**config.mk**
```make
export PLATFORM = sky130hd
export DESIGN_NAME = wddl_xor_pipe
export DESIGN_NICKNAME = d
export VERILOG_FILES = /design/src/rtl/wddl_xor_pipe.sv
export SDC_FILE = /design/constraint.sdc
export NUM_CORES = 1
export LEC_CHECK = 0
export CORE_MARGIN = 2
export CORE_UTILIZATION = 35
export CTS_CLUSTER_SIZE = 8
export DETAILED_ROUTE_END_ITERATION = 16
export DONT_BUFFER_PORTS = 1
export PLACE_DENSITY_LB_ADDON = 0.3
export SYNTH_ARGS = -nofsm -noshare
export SYNTH_HDL_FRONTEND = slang
export SYNTH_SLANG_ARGS = --single-unit
```
**constraint.sdc**
```tcl
create_clock -name clk -period 2.25 [get_ports clk]
set_input_delay 0.45 -clock clk [delete_from_list [all_inputs] [get_ports clk]]
set_output_delay 0.45 -clock clk [all_outputs]
set_load 0.01 [all_outputs]
```
**src/rtl/wddl_xor_pipe.sv**
```systemverilog
// Dual-rail (WDDL) XOR stage with a precharge spacer between results.
// Rejects words containing 00/11 rail pairs and keeps a sticky error flag and a saturating count.
module wddl_xor_pipe #(
  parameter int WIDTH      = 8,
  parameter int PRE_CYCLES = 1
) (
  input  logic             clk,
  input  logic             rst_n,
  input  logic [WIDTH-1:0] d0_p_in,
  input  logic [WIDTH-1:0] d0_n_in,
  input  logic [WIDTH-1:0] d1_p_in,
  input  logic [WIDTH-1:0] d1_n_in,
  input  logic             in_valid,
  output logic             in_ready,
  output logic [WIDTH-1:0] d_p_out,
  output logic [WIDTH-1:0] d_n_out,
  output logic             out_valid,
  input  logic             out_ready,
  input  logic             err_clr,
  output logic             err,
  output logic [7:0]       err_cnt
);

  typedef enum logic [1:0] {IDLE, OUT, PRE} state_t;

  localparam logic [3:0] PRE_LAST = 4'(PRE_CYCLES - 1);

  state_t           r_state, w_state_next;
  logic [3:0]       r_pre_cnt, w_pre_cnt_next;
  logic [WIDTH-1:0] r_d_p, r_d_n, w_d_p_next, w_d_n_next;
  logic [WIDTH-1:0] w_xor_p, w_xor_n, w_pair_ok;
  logic             w_legal;
  logic             r_err, w_err_next;
  logic [7:0]       r_err_cnt, w_err_cnt_next;

  // Per-pair legality and dual-rail XOR; a legal pair pair yields exactly one active rail.
  genvar gi;
  generate
    for (gi = 0; gi < WIDTH; gi++) begin : g_bit
      assign w_pair_ok[gi] = (d0_p_in[gi] ^ d0_n_in[gi]) & (d1_p_in[gi] ^ d1_n_in[gi]);
      assign w_xor_p[gi]   = (d0_p_in[gi] & d1_n_in[gi]) | (d0_n_in[gi] & d1_p_in[gi]);
      assign w_xor_n[gi]   = (d0_p_in[gi] & d1_p_in[gi]) | (d0_n_in[gi] & d1_n_in[gi]);
    end
  endgenerate

  assign w_legal = &w_pair_ok;

  always_comb begin
    w_state_next   = r_state;
    w_pre_cnt_next = r_pre_cnt;
    w_d_p_next     = '0;
    w_d_n_next     = '0;
    w_err_next     = r_err;
    w_err_cnt_next = r_err_cnt;
    if (err_clr) begin
      w_err_next     = 1'b0;
      w_err_cnt_next = 8'd0;
    end
    case (r_state)
      IDLE: begin
        if (in_valid) begin
          if (w_legal) begin
            w_state_next = OUT;
            w_d_p_next   = w_xor_p;
            w_d_n_next   = w_xor_n;
          end else begin
            // A rejection wins over a simultaneous clear: the count restarts at one.
            w_state_next   = PRE;
            w_pre_cnt_next = 4'd0;
            w_err_next     = 1'b1;
            if (err_clr)
              w_err_cnt_next = 8'd1;
            else if (r_err_cnt != 8'hFF)
              w_err_cnt_next = r_err_cnt + 8'd1;
          end
        end
      end
      OUT: begin
        if (out_ready) begin
          w_state_next   = PRE;
          w_pre_cnt_next = 4'd0;
        end else begin
          w_d_p_next = r_d_p;
          w_d_n_next = r_d_n;
        end
      end
      PRE: begin
        if (r_pre_cnt == PRE_LAST) begin
          w_state_next   = IDLE;
          w_pre_cnt_next = 4'd0;
        end else begin
          w_pre_cnt_next = r_pre_cnt + 4'd1;
        end
      end
      default: w_state_next = IDLE;
    endcase
  end

  always_ff @(posedge clk or negedge rst_n) begin
    if (!rst_n) begin
      r_state   <= IDLE;
      r_pre_cnt <= 4'd0;
      r_d_p     <= '0;
      r_d_n     <= '0;
      r_err     <= 1'b0;
      r_err_cnt <= 8'd0;
    end else begin
      r_state   <= w_state_next;
      r_pre_cnt <= w_pre_cnt_next;
      r_d_p     <= w_d_p_next;
      r_d_n     <= w_d_n_next;
      r_err     <= w_err_next;
      r_err_cnt <= w_err_cnt_next;
    end
  end

  assign in_ready  = (r_state == IDLE);
  assign out_valid = (r_state == OUT);
  assign d_p_out   = r_d_p;
  assign d_n_out   = r_d_n;
  assign err       = r_err;
  assign err_cnt   = r_err_cnt;

endmodule

```
Yosys cells after proc, flatten, opt, wreduce, memory -nomap -nowiden --
Cells that the tools add are included.
Word-level totals: register bits 31, latch bits 0, RAM bits 0, bits in read-only memories 0, input port bits 37, output and inout bits 27, word-level logic and storage cells 120, memories kept 0
Operators by class: add/subtract/negate cells 2, $mul 0, divide/modulo/power cells 0, order comparisons 0, equality and inequality tests 7, shift-type cells 0, multiplexer cells 27, bitwise gates (word level) 72, reduce and logical (&&, ||, !) cells 6
Operator list (count):
- 8-bit 2-to-1 mux | 11
- 1-bit bitwise AND | 40
- 8-bit case mux with 2 select lines | 2
- 4-bit 2-to-1 mux | 4
- 1-bit bitwise OR | 16
- 1-bit XOR | 16
- 4-bit case mux with 3 select lines | 1
- 8-bit by 1-bit adder with 8-bit output, second input constant | 1
- 2-bit 2-to-1 mux | 4
- 8-bit != test, second input constant | 1
- 8-bit AND reduction | 1
- 2-bit != test, second input constant | 3
- 2-bit case mux with 3 select lines | 1
- 4-bit by 1-bit adder with 4-bit output, second input constant | 1
- 4-bit logical NOT | 1
- 1-bit 2-to-1 mux | 4
- 4-bit AND reduction | 1
- 3-bit AND reduction | 1
- 3-bit nonzero test | 1
- 2-bit by 1-bit equality test with 1-bit output, second input constant | 1
- 2-bit equality test, second input constant | 1
- 2-bit logical NOT | 1
- 2-bit by 1-bit != test with 1-bit output, second input constant | 1

Logic depth before layout (Yosys ltp) --
Gate-level depths: netlist of run 1.
depth after elaboration 6, mapped depth 7, depth with buffers taken out 7

Worst setup path after synthesis of run 1 --
Ideal clock, no wire load.
kind register to register, start point register r_pre_cnt[0], end point register r_pre_cnt[2], data arrival time 1593 ps, data required time 2122 ps, slack 530 ps, stages on the path, launching flop included 8, path through dfrtp_1 -> inv_1 -> ha_1 -> inv_1 -> o311ai_0 -> nor2_1 -> nor3b_1 -> a2bb2oi_1
On the way: word-level cells in the longest chain between the ends 3
RTL lines:
- from (decl) | RTL line 29 | logic [3:0] r_pre_cnt, w_pre_cnt_next;
- from (signal assigned) | RTL line 109 | r_pre_cnt <= w_pre_cnt_next;
- 4-bit by 1-bit adder with 4-bit output / 4-bit logical NOT (equally long branches) | RTL line 92, 88
- 4-bit 2-to-1 mux (*) | RTL line 88 | if (r_pre_cnt == PRE_LAST) begin
- 4-bit case mux with 3 select lines (*) | RTL line 59 | case (r_state)
Every way passes the cells marked *; elsewhere a longest branch is shown, timed or not. A chain may end at the register's enable or synchronous reset.

Final worst setup path of run 1 --
start point register r_err_cnt[0] (netlist: err_cnt[0]), end point register r_err_cnt[2] (netlist: err_cnt[2])
On the way: word-level cells in the longest chain between the ends 6
RTL lines:
- from (decl) | RTL line 34 | logic [7:0] r_err_cnt, w_err_cnt_next;
- from (signal assigned) | RTL line 113 | r_err_cnt <= w_err_cnt_next;
- 8-bit by 1-bit adder with 8-bit output / 8-bit != test (equally long branches) | RTL line 74, 73
- 8-bit 2-to-1 mux (*) | RTL line 73 | else if (r_err_cnt != 8'hFF)
- 8-bit 2-to-1 mux (*) | RTL line 71 | if (err_clr)
- 8-bit 2-to-1 mux (*) | RTL line 62 | if (w_legal) begin
- 8-bit 2-to-1 mux (*) | RTL line 61 | if (in_valid) begin
- 8-bit 2-to-1 mux (*) | RTL line 59
- via w_err_cnt_next[2] | RTL line 34
The timed path passes the listed nets; every way through them passes the cells marked *.

==> impl_results.md, run 1 <==
* Post-Route WL at 4290 um
* FFs w/ async S/R, synth at 1.00
* Vias at 1425
* Layout cells sized above 1 at 0.111
* Dominant synthesized flop cell: dfrtp_1
* Met2 wire length at 1910 um
* CP Data Required Time at 2460 ps
* Place WS at 352 ps
* Worst-Skew Late Latency at 280 ps
* Clock-pin slew on the worst setup and hold paths at 70 ps
* Cell area after synthesis at 1760 um2
* Chip Height at 74.9 um
* Synth Register Bits at 31
* Lkg Pwr at 0.851 nW
* Clock buffer depth at 2
* Fin. Hold Viols at 0
* Nets at 238
* Fin crit share at 0.795
* Worst-path fanout max at 6
* Max-cap viol count at 0
* Hold WS at 218 ps
* Synth warnings at 0
* RSZ-0062 raised after global routing: no
* ANT nets after route at 0
* Final Wtd Congestion at 0.813
* Slew @ Worst Pin at 515 ps
* Area share of the largest cell type after synthesis at 0.440
* Metal1 wirelength at 1900 um
* DRC viols at 0
* TritonCTS buffer count at 5
* Pins over their slew limit at 0
* Cell area after layout at 1970 um2
* Root Buffer: clkbuf_8
* R2R depth at 6
* Placed Instance Area at 1860 um2
* Max_slew headroom at 0.652
* Number of DRC markers in iteration 0 at 111
* Starting density of the core at 0.368
* Fmax at 0.559 GHz
* Worst Clk Skew at 3.06 ps
* Pwr per Cell Area at 772 nW/um2
* Yosys top cell by area: dfrtp_1
* 1st-pass router iterations at 4
* Seq/Total Area, Yosys at 0.440
* Routed len/inst at 16.1 um
* Sink Count at 31
* Setup_tns at 0 ps
* Post-DP HPWL at 3120 um
* Ports at 64
* Synthesized net count at 228
* Post-CTS Setup Inserts at 0
* Die X at 74.9 um
* Worst Setup End Kind: flop
* Peak VDD IR at 0.272 mV
* Final worst path period need at 1790 ps
* PortBufs at 0
* Die area at 5620 um2
* Diodes inserted at 0
* H-tree Lvls at 2
* Design Power at 1.53 mW
* Worst setup path class: reg -> reg
* CP Launch Type: flop
* Core outline area at 4790 um2
* Total gr overflow at 0
* Average size of a mapped cell at 9.37 um2
* Vias/cell at 5.36
* Total GRT Usage at 0.165
* Final WS setup at 461 ps
* First-pass GRT wire length at 6910 um
* Area grow syn2layout at 12.1%
* Top routing layer in use: met4
* Vias in the first global route at 1471
* Metal3 WL at 407 um
* Crit path DAT at 2000 ps
* Outcome: completed
* Unique masters post-synth at 41
* Hold Crit Class: in -> reg
* Final setup viols at 0
* Post-Synthesis Cells at 188
* Largest net degree at the start of global routing at 32
* Row Count at 25
* Synth top area cells: dfrtp_1 (44%), xor2_1 (8.0%), a22oi_1 (7.2%)
* Hold Path Depth at 1
* Post-synth EDFFs at 0
* Initial antenna violation count at 0
* CTS tree: done
-- cells by family (layout without fill, tap and decap cells) --
| group | after synthesis | in the layout | share of synthesized area |
|---|---|---|---|
| buffers and inverters | 16 | 27 | 0.0412 |
| AOI/OAI and AO/OA | 55 | 55 | 0.214 |
| DFF | 31 | 31 | 0.440 |
| adders and majority gates | 3 | 3 | 0.0213 |
| muxes | 2 | 2 | 0.0121 |
| and+or+nand+nor | 65 | 65 | 0.192 |
| xor gates and xnor gates | 16 | 16 | 0.0795 |
-- power by group --
| group | internal, mW | total (mW) | switching [mW] |
|---|---|---|---|
| clock network | 0.216 | 0.439 | 0.223 |
| logic | 0.181 | 0.415 | 0.233 |
| registers | 0.616 | 0.672 | 0.0552 |
-- repair_timing --
action,4_1_cts,5_1_grt
hold buffers,2,0
resized for setup,0,0
endpoints found under the hold margin,31,0
-- worst paths after layout --
path                       startpoint         end  slack (ps)
max                        err_cnt[0]  err_cnt[2]         460
min                           err_clr  err_cnt[3]         220
max reg2reg                err_cnt[0]  err_cnt[2]         460
min reg2reg                d_p_out[2]  d_p_out[2]         550
max in group asynchronous       rst_n  err_cnt[0]        1450
min in group asynchronous       rst_n  err_cnt[5]         630
-- state kept, by name (all words and copies together), names as in the netlist --
| register | cells |
|---|---|
| r_state | 2 |
| err_cnt | 8 |
| err | 1 |
| d_p_out | 8 |
| d_n_out | 8 |
| r_pre_cnt | 4 |
-- per-layer routing --
| layer | track usage | up-vias |
|---|---|---|
| li1 | - | 701 |
| met1 | 0.224 | 659 |
| met2 | 0.240 | 58 |
| met3 | 0.0602 | 7 |
| met4 | 0.0635 | 0 |
| met5 | 0 | - |
-- cell usage in the layout (no fill, tap or decap), types with 2 or more instances in the layout --
master / synthesis / routed
or4_1: 2 / 2
clkbuf_8: 0 / 5
inv_1: 11 / 11
o21ai_0: 18 / 18
buf_4: 1 / 6
a2bb2oi_1: 2 / 2
and3_1: 3 / 3
nand3_1: 7 / 7
o311ai_0: 2 / 2
xor2_1: 16 / 16
o31ai_1: 2 / 2
dfrtp_1: 31 / 31
a21oi_1: 6 / 6
nand4_1: 5 / 5
nor3_1: 2 / 2
and2_1: 2 / 2
o311a_1: 2 / 2
nand2_1: 25 / 25
a22oi_1: 17 / 17
ha_1: 3 / 3
nor2_1: 9 / 9
-- cell type report --
cell class,instances,area (um2)
fillers,487,2810
repair buffers,8,75.1
multi-input cells,141,913
clock buffers,6,72.6
well taps,67,83.8
clock inverters,2,12.5
flip-flops and latches,31,776
inverters,11,41.3
-- through the flow --
step | instances | utilization
finish | 266 | 0.413
global route | 266 | 0.413
CTS | 266 | 0.413
detailed placement | 256 | 0.388
global placement | 256 | 0.388
floorplan | 188 | -
-- worst max-delay path, stage by stage, from the launching register on --
cell and delay [ps]:
dfrtp_1 380, ha_1 230, and3_1 220, nand4_1 150, nand2_1 160, or4_1 430
a21oi_1 150
-- cells in the mapped netlist, drive strengths merged (3+ instances only) --
cell and instances:
nor3 3, o21ai 18, a22oi 17, nor2 11, nand2 26, and3 3, nand3 7, buf 3
nand4 5, dfrtp 31, ha 3, inv 11, xor2 16, a21oi 6
No activity file was read; power rests on OpenSTA's default activity.
==> inputs of run 2 (changes only) <==
==> constraint.sdc (replaced) <==
create_clock -name clk -period 1.55 [get_ports clk]
set_input_delay 0.31 -clock clk [delete_from_list [all_inputs] [get_ports clk]]
set_output_delay 0.31 -clock clk [all_outputs]
set_load 0.01 [all_outputs]
==> run 2 against run 1 <==
The run now ends with negative setup slack left. Register-to-register slack worse by 590 ps. Clock skew increased by 4.8 ps. Combinational power grew 91%.
==> impl_results.md, run 2 (synthesis results as in run 1) <==
* Vias/cell at 5.39
* Hold Crit Class: in -> reg
* Max-cap viol count at 0
* Row Count at 25
* Commonest non-fill, non-tap cell in the layout: dfrtp_1
* Final setup viols at 6
* Delay-heaviest family, CP: simple AND/OR/NAND/NOR gates
* Worst Clk Skew at 7.83 ps
* Core outline area at 4790 um2
* Max_slew headroom at 0.821
* Layout cells sized above 1 at 0.283
* Worst Setup End Kind: flop
* Placed Instance Area at 2010 um2
* Area grow syn2layout at 28.2%
* First-pass GRT wire length at 7080 um
* TritonCTS buffer count at 5
* Worst path max stage delay at 520 ps
* Final Wtd Congestion at 0.805
* Sink Count at 31
* Routed len/inst at 16.2 um
* Final WS setup at -127 ps
* Root Buffer: clkbuf_8
* Pins over their slew limit at 0
* PortBufs at 0
* Peak VDD IR at 0.440 mV
* Worst setup path class: reg -> reg
* H-tree Lvls at 2
* Worst-Skew Late Latency at 280 ps
* Largest net degree at the start of global routing at 32
* Clock-pin slew on the worst setup and hold paths at 70 ps
* Inst Count DP at 275
* Cell area after layout at 2260 um2
* DRC viols at 0
* CP Data Required Time at 1770 ps
* Fin. Hold Viols at 0
* RSZ-0062 raised after global routing: yes
* Non-Filler Instances at 290
* Failing checks: negative setup slack
* 1st-pass router iterations at 4
* Crit-path cells: ha_2 -> and3_4 -> nand4_1 -> nand2_2 -> or4_4 -> a21oi_2
* Vias at 1562
* Most frequent cells in the layout: dfrtp_1 (31), buf_4 (28), nand2_1 (24), o21ai_0 (18), a22oi_1 (17)
* Final worst path period need at 1680 ps
* Buf+Inv Stages, Crit Path at 0
* CTS tree: done
* Lkg Pwr at 0.991 nW
* Total gr overflow at 0
* Diodes inserted at 0
* Crit path DAT at 1900 ps
* Initial antenna violation count at 0
* ANT nets after route at 0
* Post-DP HPWL at 3340 um
* Die X at 74.9 um
* Worst-path fanout max at 3
* CP Launch Type: flop
* Total GRT Usage at 0.171
* Number of DRC markers in iteration 0 at 99
* Clock buffer depth at 2
* Slew @ Worst Pin at 268 ps
* Vias in the first global route at 1533
* Chip Height at 74.9 um
* Pwr per Cell Area at 1060 nW/um2
* Setup_tns at -336 ps
* Starting density of the core at 0.368
* Outcome: complete, but fails checks
* Ports at 64
* Nets at 262
* Die area at 5620 um2
* Fin crit share at 1.08
* Slowest stage cell, crit path: or4_4
* Post-Route WL at 4690 um
* Fmax at 0.596 GHz
[run 2: final timing paths]
path                            start    endpoint  slack, ps  depth (start not counted)
hold reg to reg            d_n_out[2]  d_n_out[2]        560                          2
max in group asynchronous       rst_n  d_n_out[4]        900                          2
setup reg to reg           err_cnt[1]  err_cnt[2]       -130                          6
setup / recovery           err_cnt[1]  err_cnt[2]       -130                          6
hold / removal                err_clr  err_cnt[2]         70                          1
min in group asynchronous       rst_n  err_cnt[1]        470                          2
[run 2: layer usage]
metal  share of wire  GRT usage  up-vias
li1                -          -      751
met2            0.46      0.272       75
met4           0.018     0.0615        0
met5               0          0        -
met3            0.10     0.0656        8
met1            0.42      0.211      728
[run 2: final cells by class]
cell class / instances / area (um2)
fill: 465 / 2530
tap: 67 / 83.8
timing repair buffer: 32 / 263
inverter: 11 / 41.3
sequential: 31 / 776
clock inverter: 2 / 12.5
clock buffer: 6 / 72.6
multi-input combinational: 141 / 1010
[run 2: stage by stage]
stage          hold WS (ps)  setup slack (ps)  total power [mW]   util
6_report               72.5              -127              2.39  0.472
5_1_grt                59.9              -206              2.55  0.472
4_1_cts                66.8             -57.8              2.33  0.450
3_5_place_dp           15.3              -178              1.65  0.421
3_3_place_gp           15.2              -162              1.64  0.421
2_1_floorplan          14.4             -63.2              1.41      -
[run 2: power breakdown]
part | switching [mW] | internal (mW) | total [mW] | leakage, nW
combinational | 0.407 | 0.385 | 0.792 | 0.528
sequential | 0.0750 | 0.895 | 0.970 | 0.423
clock | 0.313 | 0.314 | 0.626 | 0.0412
total | 0.795 | 1.59 | 2.39 | 0.991
[run 2: worst register-to-register path: cells and delay by family, from the launching register on]
family                   cells  cell delay (ps)
flip-flops                   1              390
AO/OA/AOI/OAI                1              140
adder cells (fa/ha/maj)      1              190
AND/OR/NAND/NOR              4              890
[run 2: what timing repair did]
| action | CTS | global route |
|---|---|---|
| gates resized for setup | 2 | 17 |
| endpoints found under the setup margin | 4 | 10 |
| buffers inserted | 2 | 4 |
| hold buffers | 2 | 0 |
| endpoints found under the hold margin | 31 | 0 |
| pin swaps | 2 | 13 |
==> inputs of run 3 (changes only) <==
--- a/config.mk
+++ b/config.mk
@@ -10,7 +10,7 @@
 export CTS_CLUSTER_SIZE = 8
 export DETAILED_ROUTE_END_ITERATION = 16
 export DONT_BUFFER_PORTS = 1
-export PLACE_DENSITY_LB_ADDON = 0.3
+export PLACE_DENSITY_LB_ADDON = 0.05
 export SYNTH_ARGS = -nofsm -noshare
 export SYNTH_HDL_FRONTEND = slang
 export SYNTH_SLANG_ARGS = --single-unit
==> run 3 against run 2 <==
The run still ends with negative setup slack left. Final cell count shrank 2.4%. Worst setup slack gained 110 ps. Sequential share of layout area grew 1.1 points. Critical path depth is the same. Total power grew 0.69%. Sequential power is essentially flat. Clock skew shrank 4.0 ps. Fmax grew 7.1%. Clock power grew 14%. Die area is the same. Via count shrank 1.3%. Worst hold slack gained 0.94 ps. Critical path type unchanged.
==> impl_results.md, run 3 (synthesis results as in run 1) <==
* Most frequent cells in the layout: dfrtp_1 (31), nand2_1 (24), buf_4 (22), o21ai_0 (18), a22oi_1 (17)
* Layout cells sized above 1 at 0.245
* Vias at 1542
* Total GRT Usage at 0.173
* TritonCTS buffer count at 5
* Top routing layer in use: met4
* Area grow syn2layout at 24.2%
* Pins over their slew limit at 0
* Core outline area at 4790 um2
* CP Launch Type: flop
* Fin. Hold Viols at 0
* Fillers at 488
* CP Data Required Time at 1770 ps
* Worst-Skew Late Latency at 280 ps
* Register area at 776 um2
* Clock buffer depth at 2
* Peak VDD IR at 0.381 mV
* RSZ-0062 raised after global routing: yes
* Starting density of the core at 0.368
* Cell area after layout at 2190 um2
* Slew @ Worst Pin at 340 ps
* Design Power at 2.40 mW
* Number of DRC markers in iteration 0 at 70
* Fmax at 0.638 GHz
* Metal3 WL at 277 um
* Worst Clk Skew at 3.81 ps
* Commonest non-fill, non-tap cell in the layout: dfrtp_1
* CTS tree: done
* Max_slew headroom at 0.773
* Total gr overflow at 0
* Worst-path fanout max at 5
* Multi-input gate area at 977 um2
* Vias in the first global route at 1578
* Sink Count at 31
* Initial antenna violation count at 0
* Post-DP HPWL at 3400 um
* Placed Instance Area at 1980 um2
* H-tree Lvls at 2
* Crit path DAT at 1780 ps
* Worst setup path class: reg -> reg
* Nets at 255
* First-pass GRT wire length at 7150 um
* Lkg Pwr at 0.970 nW
* Max-cap viol count at 0
* Final Wtd Congestion at 0.823
* Metal1 wirelength at 1780 um
* Hold Crit Class: in -> reg
* Final setup viols at 1
* Die X at 74.9 um
* Root Buffer: clkbuf_8
* Final WS setup at -16.6 ps
* Largest net degree at the start of global routing at 32
* Chip Height at 74.9 um
* Pwr per Cell Area at 1100 nW/um2
* DRC viols at 0
* PortBufs at 0
* 1st-pass router iterations at 4
* Row Count at 25
* ANT nets after route at 0
* Post-Route WL at 4590 um
* Ports at 64
* Vias/cell at 5.45
* Fin crit share at 1.01
* Final worst path period need at 1570 ps
* Worst Setup End Kind: flop
* Die area at 5620 um2
* Failing checks: negative setup slack
* Met2 wire length at 2470 um
* Routed len/inst at 16.2 um
* Clock-pin slew on the worst setup and hold paths at 70 ps
* Diodes inserted at 0
* Place WS at -255 ps
* Setup_tns at -16.6 ps
* Outcome: complete, but fails checks
[run 3: final timing paths]
kind,from,to,slack [ps],depth (start not counted)
max in group asynchronous,rst_n,d_p_out[4],910,2
worst max register to register,err_cnt[1],err_cnt[2],-20,6
min in group asynchronous,rst_n,err_cnt[5],470,2
worst min register to register,d_p_out[4],d_p_out[4],550,2
worst min-delay path,err_clr,err_cnt[2],70,1
worst max-delay path,err_cnt[1],err_cnt[2],-20,6
[run 3: repair_timing]
| action | in CTS | in global routing |
|---|---|---|
| setup buffers | 2 | 0 |
| resized for setup | 1 | 12 |
| endpoints found under the setup margin | 5 | 25 |
| hold endpoints to repair | 31 | 0 |
| hold buffers | 2 | 0 |
| cloned | 0 | 0 |
| pin swaps | 6 | 8 |
[run 3: area by class of cell]
type | count | area share
Tap cell | 67 | 0.0383
Inverter | 11 | 0.0189
Multi-Input combinational cell | 141 | 0.447
Clock inverter | 1 | 0.00343
Sequential cell | 31 | 0.354
Timing Repair Buffer | 25 | 0.0943
Clock buffer | 7 | 0.0440
[run 3: metrics by stage]
step	instances	util	hold WS, ps
2_1_floorplan	188	-	14.4
3_3_place_gp	271	0.415	15.4
3_5_place_dp	271	0.415	15.4
4_1_cts	283	0.447	70.0
5_1_grt	283	0.457	58.0
6_report	283	0.457	73.4
[run 3: worst max-delay path, cell delays in order (launching register included)]
cell and delay, ps:
dfrtp_1 380, ha_2 200, and3_4 150, nand4_1 100
nand2_2 100, or4_4 430, a21oi_2 140
[run 3: per-layer routing]
| metal | global-route usage | vias to the layer above |
|---|---|---|
| met4 | 0.0635 | 0 |
| li1 | - | 736 |
| met3 | 0.0562 | 6 |
| met2 | 0.306 | 44 |
| met5 | 0 | - |
| met1 | 0.193 | 756 |
[run 3: where the power goes]
part | internal (mW) | leakage, nW | switching [mW]
Clock | 0.404 | 0.0505 | 0.310
Combinational | 0.337 | 0.497 | 0.386
Sequential | 0.895 | 0.423 | 0.0727
Total | 1.64 | 0.970 | 0.768
